`config.mk`:
```
export PLATFORM = sky130hd
export DESIGN_NAME = fpu_norm_round
export DESIGN_NICKNAME = d
export VERILOG_FILES = /design/src/rtl/fpu_pkg.sv /design/src/rtl/fpu_rne_round.sv /design/src/rtl/fpu_norm_round.sv
export SDC_FILE = /design/constraint.sdc
export NUM_CORES = 1
export LEC_CHECK = 0
export BUFFER_PORTS_ARGS = -buffer_cell sky130_fd_sc_hd__buf_2
export CORE_MARGIN = 4
export CORE_UTILIZATION = 45
export CTS_CLUSTER_DIAMETER = 30
export DETAILED_ROUTE_END_ITERATION = 12
export SLEW_MARGIN = 20
export SYNTH_ARGS = -nofsm -noshare
export SYNTH_HDL_FRONTEND = slang
export SYNTH_SLANG_ARGS = --single-unit
```
`constraint.sdc`:
```
create_clock -name AClkH -period 6.05 [get_ports AClkH]
set_clock_uncertainty 0.1 [all_clocks]
set_input_delay 1.21 -clock AClkH [delete_from_list [all_inputs] [get_ports AClkH]]
set_output_delay 1.21 -clock AClkH [all_outputs]
set_load 0.01 [all_outputs]
```
`src/rtl/fpu_pkg.sv`:
```
// Shared constants and types for the FPU normalise/round block.
package fpu_pkg;

  localparam int unsigned CExpLen  = 8;
  localparam int unsigned CFracLen = 23;
  localparam int unsigned CBias    = 127;

  // Bit positions inside AFlags = {overflow, underflow, inexact}
  localparam int unsigned FlagOvf = 2;
  localparam int unsigned FlagUfl = 1;
  localparam int unsigned FlagInx = 0;

  typedef enum logic [1:0] {
    IDLE  = 2'd0,
    NORM  = 2'd1,
    ROUND = 2'd2,
    DONE  = 2'd3
  } state_t;

endpackage

```
`src/rtl/fpu_rne_round.sv`:
```
// Combinational round-to-nearest-even, exponent fix-up and exception flags.
// Macro FPU_NORM_DENORM_EN: when undefined, exp < 1 flushes to signed zero.
module fpu_rne_round #(
  parameter int unsigned CMantLen = 28,
  parameter int unsigned CExpLen  = fpu_pkg::CExpLen,
  parameter int unsigned CFracLen = fpu_pkg::CFracLen,
  parameter int unsigned CExpW    = CExpLen + 3
) (
  input  logic                       i_sign,
  input  logic [CMantLen:0]          i_mant,
  input  logic signed [CExpW-1:0]    i_exp,
  input  logic                       i_sticky,
  output logic [CExpLen+CFracLen:0]  o_result_c,
  output logic [2:0]                 o_flags_c
);
  import fpu_pkg::*;

  localparam logic signed [CExpW-1:0] ExpOne = CExpW'(1);
  localparam logic signed [CExpW-1:0] ExpMax = CExpW'((1 << CExpLen) - 1);

  logic [CFracLen-1:0]     w_frac;
  logic [CFracLen-1:0]     w_frac_r;
  logic                    w_carry;
  logic                    w_guard;
  logic                    w_sticky;
  logic                    w_inc;
  logic                    w_hidden;
  logic                    w_inexact;
  logic                    w_zero;
  logic signed [CExpW-1:0] w_exp_f;

  assign w_frac    = i_mant[CMantLen-1 -: CFracLen];
  assign w_guard   = i_mant[CMantLen-CFracLen-1];
  assign w_sticky  = i_sticky | (|i_mant[CMantLen-CFracLen-2:0]);
  assign w_inc     = w_guard & (w_sticky | w_frac[0]);
  assign w_hidden  = i_mant[CMantLen];
  assign w_inexact = w_guard | w_sticky;
  assign w_zero    = (i_mant == '0) && !i_sticky;

  assign {w_carry, w_frac_r} = {1'b0, w_frac} + (CFracLen+1)'(w_inc);

  // Carry out of a normal bumps the exponent; a carry out of a denormal lands on the minimum normal.
  assign w_exp_f = w_hidden ? (i_exp + CExpW'(w_carry)) : (w_carry ? ExpOne : '0);

  // Select final encoding and flags, exceptional cases override the plain rounded value.
  always_comb begin
    o_result_c         = {i_sign, w_exp_f[CExpLen-1:0], w_frac_r};
    o_flags_c          = '0;
    o_flags_c[FlagInx] = w_inexact;
    o_flags_c[FlagUfl] = w_inexact && (w_exp_f == '0);
    if (w_zero) begin
      o_result_c = {i_sign, (CExpLen+CFracLen)'(0)};
      o_flags_c  = '0;
    end
`ifndef FPU_NORM_DENORM_EN
    else if (i_exp < ExpOne) begin
      o_result_c         = {i_sign, (CExpLen+CFracLen)'(0)};
      o_flags_c          = '0;
      o_flags_c[FlagUfl] = 1'b1;
      o_flags_c[FlagInx] = 1'b1;
    end
`endif
    else if (w_exp_f >= ExpMax) begin
      o_result_c         = {i_sign, {CExpLen{1'b1}}, {CFracLen{1'b0}}};
      o_flags_c          = '0;
      o_flags_c[FlagOvf] = 1'b1;
      o_flags_c[FlagInx] = 1'b1;
    end
  end

endmodule

```
`src/rtl/fpu_norm_round.sv`:
```
// Normalise a multiplier product over several cycles, then round and pack it.
// Macro FPU_NORM_DENORM_EN: enables gradual underflow (right shifting while exp < 1).
module fpu_norm_round #(
  parameter int unsigned CMantLen = 28,
  parameter int unsigned CExpLen  = fpu_pkg::CExpLen,
  parameter int unsigned CFracLen = fpu_pkg::CFracLen
) (
  input  logic                      AClkH,
  input  logic                      AResetH,
  input  logic                      AClkHEn,
  input  logic                      AStart,
  input  logic [CMantLen+1:0]       ADataM,
  input  logic [CExpLen+1:0]        AExp,
  input  logic                      ASign,
  output logic [CExpLen+CFracLen:0] AResult,
  output logic [2:0]                AFlags,
  output logic                      AValid,
  output logic                      ABusy
);
  import fpu_pkg::*;

  localparam int unsigned MW = CMantLen + 2;
  localparam int unsigned EW = CExpLen + 3;
  localparam int unsigned RW = CExpLen + CFracLen + 1;
  localparam logic signed [EW-1:0] ExpOne = EW'(1);

  state_t              r_state, w_state_nxt;
  logic [MW-1:0]       r_mant, w_mant_nxt;
  logic signed [EW-1:0] r_exp, w_exp_nxt;
  logic                r_sign, w_sign_nxt;
  logic                r_sticky, w_sticky_nxt;
  logic [RW-1:0]       r_result, w_result_nxt;
  logic [2:0]          r_flags, w_flags_nxt;
  logic                r_valid, w_valid_nxt;
  logic                r_busy;

  logic [2:0]           w_lz4;
  logic                 w_lz5;
  logic signed [EW-1:0] w_exp_m1;
  logic signed [EW-1:0] w_one_m_exp;
  logic [2:0]           w_lsh;
  logic [2:0]           w_rsh;
  logic [MW-1:0]        w_mant_shr;
  logic                 w_shr_lost;
  logic [RW-1:0]        w_rnd_result;
  logic [2:0]           w_rnd_flags;

  // Shift amounts for one normalisation step, capped at 4 bits per cycle.
  always_comb begin
    w_lz4 = 3'd4;
    for (int i = 3; i >= 0; i--) begin
      if (r_mant[CMantLen - i]) w_lz4 = 3'(i);
    end
    w_lz5       = (r_mant[CMantLen -: 5] == '0);
    w_exp_m1    = r_exp - ExpOne;
    w_one_m_exp = ExpOne - r_exp;
    w_lsh       = (w_exp_m1 < EW'(w_lz4)) ? w_exp_m1[2:0] : w_lz4;
    w_rsh       = (w_one_m_exp > EW'(4)) ? 3'd4 : w_one_m_exp[2:0];
    w_mant_shr  = r_mant >> w_rsh;
    w_shr_lost  = |(r_mant & ((MW'(1) << w_rsh) - MW'(1)));
  end

  fpu_rne_round #(
    .CMantLen (CMantLen),
    .CExpLen  (CExpLen),
    .CFracLen (CFracLen),
    .CExpW    (EW)
  ) u_round (
    .i_sign     (r_sign),
    .i_mant     (r_mant[CMantLen:0]),
    .i_exp      (r_exp),
    .i_sticky   (r_sticky),
    .o_result_c (w_rnd_result),
    .o_flags_c  (w_rnd_flags)
  );

  // State register.
  always_ff @(posedge AClkH or posedge AResetH) begin
    if (AResetH)      r_state <= IDLE;
    else if (AClkHEn) r_state <= w_state_nxt;
  end

  // Next state and datapath; a step leaves NORM in the same cycle when no further step is needed.
  always_comb begin
    w_state_nxt  = r_state;
    w_mant_nxt   = r_mant;
    w_exp_nxt    = r_exp;
    w_sign_nxt   = r_sign;
    w_sticky_nxt = r_sticky;
    w_result_nxt = '0;
    w_flags_nxt  = '0;
    w_valid_nxt  = 1'b0;
    case (r_state)
      IDLE: ;
      NORM: begin
        if (r_mant == '0) begin
          w_state_nxt = ROUND;
        end else if (r_mant[CMantLen+1]) begin
          w_mant_nxt   = r_mant >> 1;
          w_exp_nxt    = r_exp + ExpOne;
          w_sticky_nxt = r_sticky | r_mant[0];
`ifdef FPU_NORM_DENORM_EN
          if (!r_exp[EW-1]) w_state_nxt = ROUND;
`else
          w_state_nxt  = ROUND;
`endif
        end
`ifdef FPU_NORM_DENORM_EN
        else if (r_exp < ExpOne) begin
          w_mant_nxt   = w_mant_shr;
          w_sticky_nxt = r_sticky | w_shr_lost;
          if (w_mant_shr == '0) begin
            w_exp_nxt   = ExpOne;
            w_state_nxt = ROUND;
          end else begin
            w_exp_nxt = r_exp + EW'(w_rsh);
            if (w_one_m_exp <= EW'(4)) w_state_nxt = ROUND;
          end
        end
`endif
        else if (!r_mant[CMantLen] && (r_exp > ExpOne)) begin
          w_mant_nxt = r_mant << w_lsh;
          w_exp_nxt  = r_exp - EW'(w_lsh);
          if (!w_lz5 || (w_exp_m1 <= EW'(4))) w_state_nxt = ROUND;
        end else begin
          w_state_nxt = ROUND;
        end
      end
      ROUND: begin
        w_result_nxt = w_rnd_result;
        w_flags_nxt  = w_rnd_flags;
        w_valid_nxt  = 1'b1;
        w_state_nxt  = DONE;
      end
      DONE:    w_state_nxt = IDLE;
      default: w_state_nxt = IDLE;
    endcase
    if (AStart) begin
      w_mant_nxt   = ADataM;
      w_exp_nxt    = EW'($signed(AExp));
      w_sign_nxt   = ASign;
      w_sticky_nxt = 1'b0;
      w_result_nxt = '0;
      w_flags_nxt  = '0;
      w_valid_nxt  = 1'b0;
      w_state_nxt  = NORM;
    end
  end

  // Datapath and output registers, frozen while the clock enable is low.
  always_ff @(posedge AClkH or posedge AResetH) begin
    if (AResetH) begin
      r_mant   <= '0;
      r_exp    <= '0;
      r_sign   <= 1'b0;
      r_sticky <= 1'b0;
      r_result <= '0;
      r_flags  <= '0;
      r_valid  <= 1'b0;
      r_busy   <= 1'b0;
    end else if (AClkHEn) begin
      r_mant   <= w_mant_nxt;
      r_exp    <= w_exp_nxt;
      r_sign   <= w_sign_nxt;
      r_sticky <= w_sticky_nxt;
      r_result <= w_result_nxt;
      r_flags  <= w_flags_nxt;
      r_valid  <= w_valid_nxt;
      r_busy   <= (w_state_nxt != IDLE);
    end
  end

  assign AResult = r_result;
  assign AFlags  = r_flags;
  assign AValid  = r_valid;
  assign ABusy   = r_busy;

endmodule

```
======== Word level (Yosys, flattened, before mapping) ========
Cells that the tools add are included.
word-level totals
  input port bits ......................... 45
  output and inout port bits .............. 37
  word-level logic and storage cells ...... 89
  register bits after elaboration ......... 82
operators by class
  $add $sub $neg .......................... 5
  equal/unequal tests ..................... 4
  bitwise operators ....................... 5
  $lt $le $gt $ge ......................... 5
  multiplexer cells ....................... 39
  reduce and logical (&&, ||, !) cells .... 20
  shifts and indexed selects .............. 1
operators by type and width
  operator                 number
  $mux W30                 5
  $mux W31                 3
  $mux W11                 6
  $mux W32                 2
  $logic_not A30 Y1        1
  $mux W3                  10
  $shl A30 B3 Y30          1
  $logic_not A29 Y1        1
  $add A23 B1 Y24          1
  $add A11 B1 Y11          1
  $add A11 B2 Y11 const B  1
  $ge A11 B9 Y1 const B    1
  $gt A11 B2 Y1 const B    1
  $le A11 B4 Y1 const B    1
  $logic_not A11 Y1        1
  $lt A11 B2 Y1 const B    1
  $lt A11 B3 Y1            1
  $sub A11 B2 Y11 const B  1
  $sub A11 B3 Y11          1
  $mux W2                  5
  $reduce_and A4 Y1        2
  $mux W1                  7
  $pmux W2 S3              1
  $reduce_bool A2 Y1       3
  other kinds (13)         21

======== Depth between registers and ports, before layout ========
Gate-level depths: netlist of run 1.
  depth after elaboration ................. 14
  mapped depth ............................ 24
  gate-level depth less buffers ........... 20

======== Modules after synthesis ========
Synthesis of run 1 repeated with hierarchy kept, for this count alone.
unflattened totals
  cell total of the unflattened synthesis .. 810
  area, all modules ....................... 6782.8 um2
modules (own cells, without submodules)
  module          instances  area an instance (um2)  cells an instance
  fpu_norm_round  1          5629.1                  638
  fpu_rne_round   1          1153.6                  172

======== Worst setup path after synthesis of run 1 ========
No wires, ideal clock.
  path kind ............................... reg2reg
  from .................................... register r_exp[1]
  to ...................................... register r_exp[8]
  required time ........................... 5.834 ns
  slack ................................... 1.035 ns
  buffers on the path ..................... 4
  cell stages (with the launch flop) ...... 23
  arrival time ............................ 4.799 ns
  cells stage by stage .................... dfrtp_1 -> buf_2 -> clkinv_1 -> ha_1 -> inv_1 -> ha_1 -> o21ai_0 -> o2111ai_2 -> or3_1 -> buf_6 -> mux2_4 -> buf_6 -> inv_4 -> buf_4 -> ha_1 -> inv_1 -> ha_1 -> a21o_1 -> maj3_1 -> mux2i_1 -> nand2_1 -> or2_2 -> o311ai_0
on the way
  word-level cells in the longest chain between the ends .. 9
  elaborated cells on any way between the ends .. 14
  those cells by class .................... add/sub (3); order compare (2); mux (6); reduce/logical (3)
ends and longest elaborated chain
  item                      line                   source
  start: declaration        fpu_norm_round.sv:29   logic signed [EW-1:0] r_exp, w_exp_nxt;
  start signal: assignment  fpu_norm_round.sv:163  r_exp <= w_exp_nxt;
  $sub A11 B2 Y11           fpu_norm_round.sv:55   w_exp_m1 = r_exp - ExpOne;
  $lt A11 B3 Y1             fpu_norm_round.sv:57   w_lsh = (w_exp_m1 < EW'(w_lz4)) ? w_exp_m1[2:0] : w_lz4;
  $mux W3                   fpu_norm_round.sv:57
  $sub A11 B3 Y11           fpu_norm_round.sv:123  w_exp_nxt = r_exp - EW'(w_lsh);
  $mux W11                  fpu_norm_round.sv:121  else if (!r_mant[CMantLen] && (r_exp > ExpOne)) begin
  $mux W11                  fpu_norm_round.sv:98   end else if (r_mant[CMantLen+1]) begin
  $mux W11                  fpu_norm_round.sv:96   if (r_mant == '0) begin
  $mux W11                  fpu_norm_round.sv:93   case (r_state)
  $mux W11                  fpu_norm_round.sv:138  if (AStart) begin
Parallel ways exist; a longest one is shown, timed or not. The select of a mux whose other input is x is not followed.
A chain may end at the register's enable or synchronous reset.

======== Worst setup path in the final report of run 1 ========
Same ends and word-level chain as after synthesis.

==> results.cfg, run 1 <==
[status]
status = finished, final reports clean

[yosys]
seq_area_frac_synth_pct = 31.3
yosysWarnings = 0
synth-seq-cells = 82
synth_edf_count = 0
ys_async_sr_fraction_pct = 100
synth_area_leaders = dfrtp_1, mux2i_1, o21ai_0
synth_ff_type = dfrtp_1
synth_top_cell_area_share_pct = 31.3
syn-num-nets = 878
synth.largest_area_cell = dfrtp_1
yosysUniqueCellTypes = 69
postSynthCellCount = 822
synth_area_um2 = 6560
synth_area_per_cell_um2 = 7.98

[grt]
grt_first_pass_wirelength_mm = 33.9
grt_overflow = 0
antenna_found_initial = 0
grt_pass1_vias = 6253
grt_usage_pct = 25.5
grt_max_degree = 59

[floorplanning]
io_pins = 82
start_util_pct = 46.5
die_h_um = 129
die_w_um = 129
core.rowCount = 43
die_area_um2 = 16600
core_um2 = 14100

[placement]
gp_congestion = 0.887
post-place-ws_ps = 577
dpl.hpwl_mm = 14.7
dp_cells = 1024
numPortBuffers = 81

[pwr]
combPwrFrac_pct = 42.3
leakage_nw = 3.20
p_int_mw = 1.32
p_sw_mw = 1.04
switching_share_pct = 44.1
seqPwrFrac_pct = 33.2
irDropWorstVdd_mv = 0.164
power.share.clock_pct = 24.5
powerDensity_nw_per_um2 = 323

[route]
first_iter_violations = 599
num_vias = 6435
met1_length_mm = 10.2
dr.max_layer_used = met4
antenna_left = 0
avgRoutedWirePerCell_um = 20.1
wl_met3_mm = 1.46
drcViolationCount = 0
viasPerCell = 6.19
firstDrtPassIters = 5
wirelength_mm = 20.9
wl_met2_mm = 8.91

[layout]
syn_to_final_growth_pct = 11.7
fin_util_pct = 52.0
finalNetCount = 911
drive_gt1_share_pct = 15.9
antenna-diode-count = 0
final_cell_mix = dfrtp_1, buf_2, nand2_1, o21ai_0, inv_1
final_common_cell = dfrtp_1
layoutNonFillerInstCount = 1040

[sta]
tightest_slew_ps = 1120
period_needed_ps = 5530
rsz0062_at_grt = no
setup_violations = 0
layout_setup_ws_ps = 524
slew_violations = 0
max_freq_ghz = 0.181
final.setup.tns_ps = 0
max_slew_margin_pct = 23.4
min_period_over_period_pct = 91.3
hold_viol_final = 0

[clock_network]
cts-root-buf = clkbuf_16
cts_tree = yes
clock_latency_ps = 360
cts_setup_buffers = 0
ctsResizeCount = 0
cts_made_buffers = 9
htreeDepth = 3
clkSlewWorstSetupHoldPaths_ps = 70
clock_path_buffers = 2
cts_sinks = 82
ctsHoldBuffers = 0

[critical_path]
crit_slowest_cell = dfrtp_1
r2r-end = r_exp[8]
path_cells = clkinv_1 > ha_1 > inv_1 > ha_1 > o21ai_0 > o2111ai_2 > or3_1 > mux2_4 > inv_4 > ha_1 > inv_1 > ha_1 > a21o_1 > maj3_1 > mux2i_1 > nand2_1 > or2_2 > o311ai_0
endpoint = r_exp[8]
r2r_cells = 18
crit_path_frequent_cell = ha_1
startpoint = r_exp[1]
crit_path_end_kind = register
crit_family = adder cells
cp.required_ps = 6190
cp-start-kind = register
crit_type = reg2reg
path_buf_inv = 4
worstReg2RegStart = r_exp[1]
crit_cells = 18
reg2reg_slack_ps = 520
crit_arrival_ps = 5660
cpPeakStageDelay_ps = 610
crit_fanout = 13

[hold_path]
hp-class = reg2reg

[job]
drv_cap = 0
[cells by family (layout without fill, tap and decap cells)]
family	after synthesis	after routing	share of synthesized area (%)
AO/OA/AOI/OAI	223	223	22.8
XOR/XNOR	31	31	4.14
adder cells (fa/ha/maj)	12	12	2.25
buffers and inverters	143	181	8.82
flip-flops	82	82	31.3
multiplexers	66	66	10.4
AND/OR/NAND/NOR	265	265	20.3
[through the flow]
stage | total power, mW | hold slack [ps] | cell area [um^2]
floorplan | 1.49 | 372 | 6560
global placement | 1.76 | 384 | 7020
detailed placement | 1.77 | 388 | 7020
CTS | 2.36 | 404 | 7320
global route | 2.51 | 422 | 7320
finish | 2.37 | 402 | 7320
[power by group through the flow]
stage	combinational, mW	sequential [mW]	clock [mW]
after CTS	0.988	0.778	0.590
after detailed placement	0.980	0.788	0
final	1.00	0.785	0.579
after floorplan	0.818	0.672	0
after global placement	0.974	0.785	0
after global routing	1.11	0.797	0.606
[registers in the layout (all words and copies together), names as in the netlist]
register / cells
AResult: 32
r_mant: 30
r_exp: 11
AFlags: 3
r_state: 2
ABusy: 1
AValid: 1
r_sign: 1
r_sticky: 1
[worst min-delay path by stage]
stage               slack, ps           to  cells after the start   start
floorplan                 370  AResult[31]                      2  r_sign
global placement          380  AResult[31]                      2  r_sign
detailed placement        390        ABusy                      1   ABusy
CTS                       400        ABusy                      1   ABusy
global route              420       r_sign                      1  r_sign
finish                    400        ABusy                      1   ABusy
[layer usage]
metal  GRT usage, %  up-vias
li1               -     3058
met1           39.5     3096
met2           36.7      255
met3           3.28       26
met4           7.97        0
met5              0        -
[cell type report]
class                   instances  area, um^2
well taps                     180         225
fillers                      1374        6770
flip-flops and latches         82        2050
inverters                      64         244
clock buffers                   9         225
multi-input cells             597        3950
repair buffers                101         556
clock inverters                 7        76.3
[synth_stat cells (all sizes together), types with 4 or more instances]
| cell type | number |
|---|---|
| nor2b | 6 |
| nand3 | 27 |
| nand4 | 9 |
| nor4 | 12 |
| o2111ai | 4 |
| nand2 | 78 |
| ha | 11 |
| o31ai | 6 |
| buf | 19 |
| xor2 | 16 |
| mux2i | 59 |
| a31oi | 11 |
| or4 | 10 |
| a211oi | 7 |
| xnor2 | 15 |
| and3 | 13 |
| nor3 | 23 |
| o22ai | 27 |
| o21ai | 65 |
| mux2 | 7 |
| or3 | 21 |
| o211ai | 11 |
| nor2 | 39 |
| clkbuf | 60 |
| dfrtp | 82 |
| inv | 63 |
| and2 | 11 |
| a21oi | 36 |
| a221oi | 20 |
| o221ai | 6 |
| nand2b | 8 |
No activity file was read; power rests on OpenSTA's default activity.
==> inputs of run 2 (changes only) <==
--- a/config.mk
+++ b/config.mk
@@ -10,6 +10,7 @@
 export CORE_UTILIZATION = 45
 export CTS_CLUSTER_DIAMETER = 30
 export DETAILED_ROUTE_END_ITERATION = 12
+export REMOVE_ABC_BUFFERS = 1
 export SLEW_MARGIN = 20
 export SYNTH_ARGS = -nofsm -noshare
 export SYNTH_HDL_FRONTEND = slang
==> run 2 against run 1 <==
Compared with the run above:
- register-to-register slack about the same
- non-clock buffer count down 6
- clock power down 5.5%
- sequential power up 2%
- critical path depth unchanged
- via count down 0.36%
- hold slack worse by 3.6 ps
- fmax up 0.10%
- utilization down 0.36 points
- cell area down 0.70%
- largest power group unchanged
==> results.cfg, run 2 (synthesis gave the netlist of run 1 again) <==
[critical_path]
crit_fanout = 28
r2r-end = r_exp[8]
crit_type = reg2reg
crit_family = adder cells
crit_path_frequent_cell = ha_1
startpoint = r_exp[1]
cpPeakStageDelay_ps = 610
crit_cells = 18
r2r_cells = 18
path_cells = clkinv_1 > ha_1 > inv_1 > ha_1 > o21ai_0 > o2111ai_2 > or3_1 > mux2_4 > inv_4 > ha_1 > inv_1 > ha_1 > a21o_1 > maj3_1 > mux2i_1 > nand2_1 > or2_2 > o311ai_0
reg2reg_slack_ps = 530
crit_path_end_kind = register
cp.required_ps = 6180
crit_arrival_ps = 5650
path_buf_inv = 4
crit_slowest_cell = dfrtp_1
endpoint = r_exp[8]
cp-start-kind = register
worstReg2RegStart = r_exp[1]

[layout]
final_cell_mix = dfrtp_1, buf_2, nand2_1, o21ai_0, inv_1
largest_register_ffs = 32
antenna-diode-count = 0
finalNetCount = 905
drive_gt1_share_pct = 15.3
syn_to_final_growth_pct = 10.9
final_common_cell = dfrtp_1

[route]
num_vias = 6412
first_iter_violations = 673
wirelength_mm = 20.4
antenna_left = 0
avgRoutedWirePerCell_um = 19.7
viasPerCell = 6.20
firstDrtPassIters = 6
drcViolationCount = 0

[placement]
numPortBuffers = 81
dpl.hpwl_mm = 13.8
gp_congestion = 0.911

[clock_network]
clkSlewWorstSetupHoldPaths_ps = 70
clock_latency_ps = 350
htreeDepth = 3
clock_path_buffers = 2
cts_tree = yes
cts_sinks = 82
cts_setup_buffers = 0
ctsHoldBuffers = 0
ctsResizeCount = 0
cts-root-buf = clkbuf_16
cts_made_buffers = 9

[sta]
period_needed_ps = 5520
slew_violations = 0
final.setup.tns_ps = 0
hold_viol_final = 0
max_slew_margin_pct = 30.3
setup_violations = 0
tightest_slew_ps = 1050
max_freq_ghz = 0.181
rsz0062_at_grt = no
hold_slack_ps = 399
min_period_over_period_pct = 91.3

[grt]
grt_first_pass_wirelength_mm = 33.1
grt_overflow = 0
grt_usage_pct = 24.8
grt_pass1_vias = 6132
antenna_found_initial = 0
grt_max_degree = 83

[pwr]
leakage_nw = 3.17
irDropWorstVdd_mv = 0.167
power.total_mw = 2.29
p_int_mw = 1.29
powerDensity_nw_per_um2 = 315
switching_share_pct = 43.8
combPwrFrac_pct = 41.2
p_sw_mw = 1.00
seqPwrFrac_pct = 34.9
power.share.clock_pct = 23.9

[floorplanning]
die_w_um = 129
core.rowCount = 43
start_util_pct = 46.5
die_h_um = 129
core_um2 = 14100
io_pins = 82
die_area_um2 = 16600

[hold_path]
hp-class = reg2reg

[job]
drv_cap = 0

[status]
status = finished, final reports clean
[run 2: worst min-delay path by stage]
stage | startpoint | to | slack, ps | cells past startpoint
2_1_floorplan | r_sign | AResult[31] | 370 | 2
3_3_place_gp | ABusy | ABusy | 380 | 1
3_5_place_dp | AValid | AValid | 390 | 1
4_1_cts | AValid | AValid | 410 | 1
5_1_grt | AValid | AValid | 420 | 1
6_report | AValid | AValid | 400 | 1
[run 2: area by class of cell]
cell class,instances,area [um^2]
inverter,64,244
sequential,82,2050
timing repair buffer,95,514
clock inverter,5,38.8
clock buffer,11,253
tap,180,225
fill,1359,6820
multi-input combinational,597,3950
[run 2: power by group through the flow]
stage / Clock [mW] / Combinational (mW) / Sequential, mW
finish: 0.547 / 0.944 / 0.800
global route: 0.577 / 1.05 / 0.816
CTS: 0.558 / 0.933 / 0.793
detailed placement: 0 / 0.925 / 0.804
global placement: 0 / 0.915 / 0.799
floorplan: 0 / 0.670 / 0.761
[run 2: per-stage QoR]
stage	setup WS [ps]	util (%)	cells	area, um^2
after floorplan	-46.4	-	743	6220
after detailed placement	597	49.5	1018	6970
after global routing	84.5	51.6	1034	7270
final	529	51.6	1034	7270
after global placement	755	49.5	1018	6970
after CTS	574	51.5	1034	7260
[run 2: per-layer routing]
metal  GRT usage (%)  vias up  part of all wire (%)
met4            7.97        0                   2.0
met3            3.36       35                   6.2
met1            38.0     3097                    48
met5               0        -                     0
li1                -     3041                     -
met2            36.1      239                    44
==> inputs of run 3 (changes only) <==
==> constraint.sdc (replaced) <==
create_clock -name AClkH -period 5.2 [get_ports AClkH]
set_clock_uncertainty 0.1 [all_clocks]
set_input_delay 1.04 -clock AClkH [delete_from_list [all_inputs] [get_ports AClkH]]
set_output_delay 1.04 -clock AClkH [all_outputs]
set_load 0.01 [all_outputs]
==> run 3 against run 2 <==
Compared with the run above:
- fmax grew 16%
- routed wire length is 0.65% lower
- clock power up 11%
- utilization up 0.38 points
- critical endpoint is now r_exp[10]
- largest cell class unchanged
- highest routed layer unchanged
==> results.cfg, run 3 (synthesis gave the netlist of run 1 again) <==
[layout]
syn_to_final_growth_pct = 11.7
largest_register_ffs = 32
finalNetCount = 915
stdcell_area_um2 = 7330
antenna-diode-count = 0
fin_util_pct = 52.0
drive_gt1_share_pct = 16.3
final_cell_mix = dfrtp_1, buf_2, nand2_1, o21ai_0, inv_1

[critical_path]
crit_type = reg2reg
crit_arrival_ps = 4890
cp-start-kind = register
crit_path_frequent_cell = ha_1
path_cells = clkinv_1 > ha_1 > inv_1 > ha_1 > o21ai_0 > o2111ai_2 > or3_1 > mux2_4 > inv_4 > ha_1 > inv_1 > ha_1 > a21o_1 > maj3_1 > mux2i_1 > nand2_1 > nor4_1 > mux2i_1 > o21ai_0
startpoint = r_exp[1]
worstReg2RegStart = r_exp[1]
crit_fanout = 6
crit_slowest_cell = or3_1
cpPeakStageDelay_ps = 400
crit_path_end_kind = register
path_buf_inv = 4
cp.required_ps = 5320
crit_family = adder cells

[hold_path]
hold_start = AValid
hp-class = reg2reg

[floorplanning]
die_h_um = 129
core_um2 = 14100
die_area_um2 = 16600
start_util_pct = 46.5
core.rowCount = 43
io_pins = 82
die_w_um = 129

[clock_network]
cts_sinks = 82
cts_tree = yes
clock_latency_ps = 350
clkSlewWorstSetupHoldPaths_ps = 60
cts-root-buf = clkbuf_16
cts_made_buffers = 9
cts_setup_buffers = 0
ctsHoldBuffers = 0
htreeDepth = 3
clock_path_buffers = 2

[route]
antenna_left = 0
drcViolationCount = 0
viasPerCell = 6.27
first_iter_violations = 732
num_vias = 6546
wirelength_mm = 20.3
firstDrtPassIters = 5
avgRoutedWirePerCell_um = 19.4

[placement]
placed_cell_area_um2 = 7050
gp_congestion = 0.974
dpl.hpwl_mm = 14.1
numPortBuffers = 81

[pwr]
leakage_nw = 3.20
irDropWorstVdd_mv = 0.178
powerDensity_nw_per_um2 = 363

[sta]
slew_violations = 0
min_period_over_period_pct = 91.6
hold_viol_final = 0
max_slew_margin_pct = 29.8
rsz0062_at_grt = no
max_freq_ghz = 0.210
period_needed_ps = 4770
final.setup.tns_ps = 0
tightest_slew_ps = 1040
setup_violations = 0

[grt]
grt_overflow = 0
grt_first_pass_wirelength_mm = 33.2
grt_usage_pct = 24.7
grt_max_degree = 54
grt_pass1_vias = 6254
antenna_found_initial = 0

[status]
status = finished, final reports clean

[job]
drv_cap = 0
run 3: worst paths after layout:
check / to / slack (ps) / cells past startpoint
hold reg to reg: AValid / 410 / 1
min in group asynchronous: ABusy / 780 / 2
setup / recovery: r_exp[10] / 430 / 19
setup reg to reg: r_exp[10] / 430 / 19
max in group asynchronous: r_exp[0] / 3270 / 3
hold / removal: AValid / 410 / 1
run 3: metal layers:
metal / part of all wire [%] / track usage (%) / routed length, um
met1: 46 / 35.9 / 9410
met2: 44 / 36.9 / 8830
met3: 8.0 / 5.35 / 1620
met4: 2.1 / 7.41 / 420
met5: 0 / 0 / 0
run 3: cell type report:
| type | instances | area [um^2] |
|---|---|---|
| Fill cell | 1375 | 6770 |
| Multi-Input combinational cell | 597 | 3950 |
| Sequential cell | 82 | 2050 |
| Timing Repair Buffer | 105 | 586 |
| Inverter | 64 | 244 |
| Clock buffer | 11 | 243 |
| Tap cell | 180 | 225 |
| Clock inverter | 5 | 30.0 |
run 3: per-stage QoR:
step | instances | total power, mW | hold WS, ps | worst slack (ps)
finish | 1044 | 2.66 | 405 | 434
global route | 1044 | 2.83 | 427 | 85.3
CTS | 1044 | 2.65 | 411 | 403
detailed placement | 1028 | 2.03 | 398 | 429
global placement | 1028 | 2.01 | 391 | 632
floorplan | 743 | 1.66 | 372 | -896
run 3: what timing repair did:
action,4_1_cts,5_1_grt
resized for setup,0,1
endpoints found under the setup margin,0,1
hold endpoints to repair,0,0
run 3: where the power goes:
part	switching [mW]	internal (mW)
clock	0.272	0.334
sequential	0.189	0.718
combinational	0.699	0.448
total	1.16	1.50
run 3: worst reg2reg max path: stages (launching register included):
cell	delay [ps]
dfrtp_1	350
clkinv_1	80
ha_1	330
inv_1	230
ha_1	280
o21ai_0	240
o2111ai_2	210
or3_1	400
mux2_4	340
inv_4	50
ha_1	200
inv_1	80
ha_1	210
a21o_1	170
maj3_1	360
mux2i_1	240
nand2_1	160
nor4_1	310
mux2i_1	210
o21ai_0	90
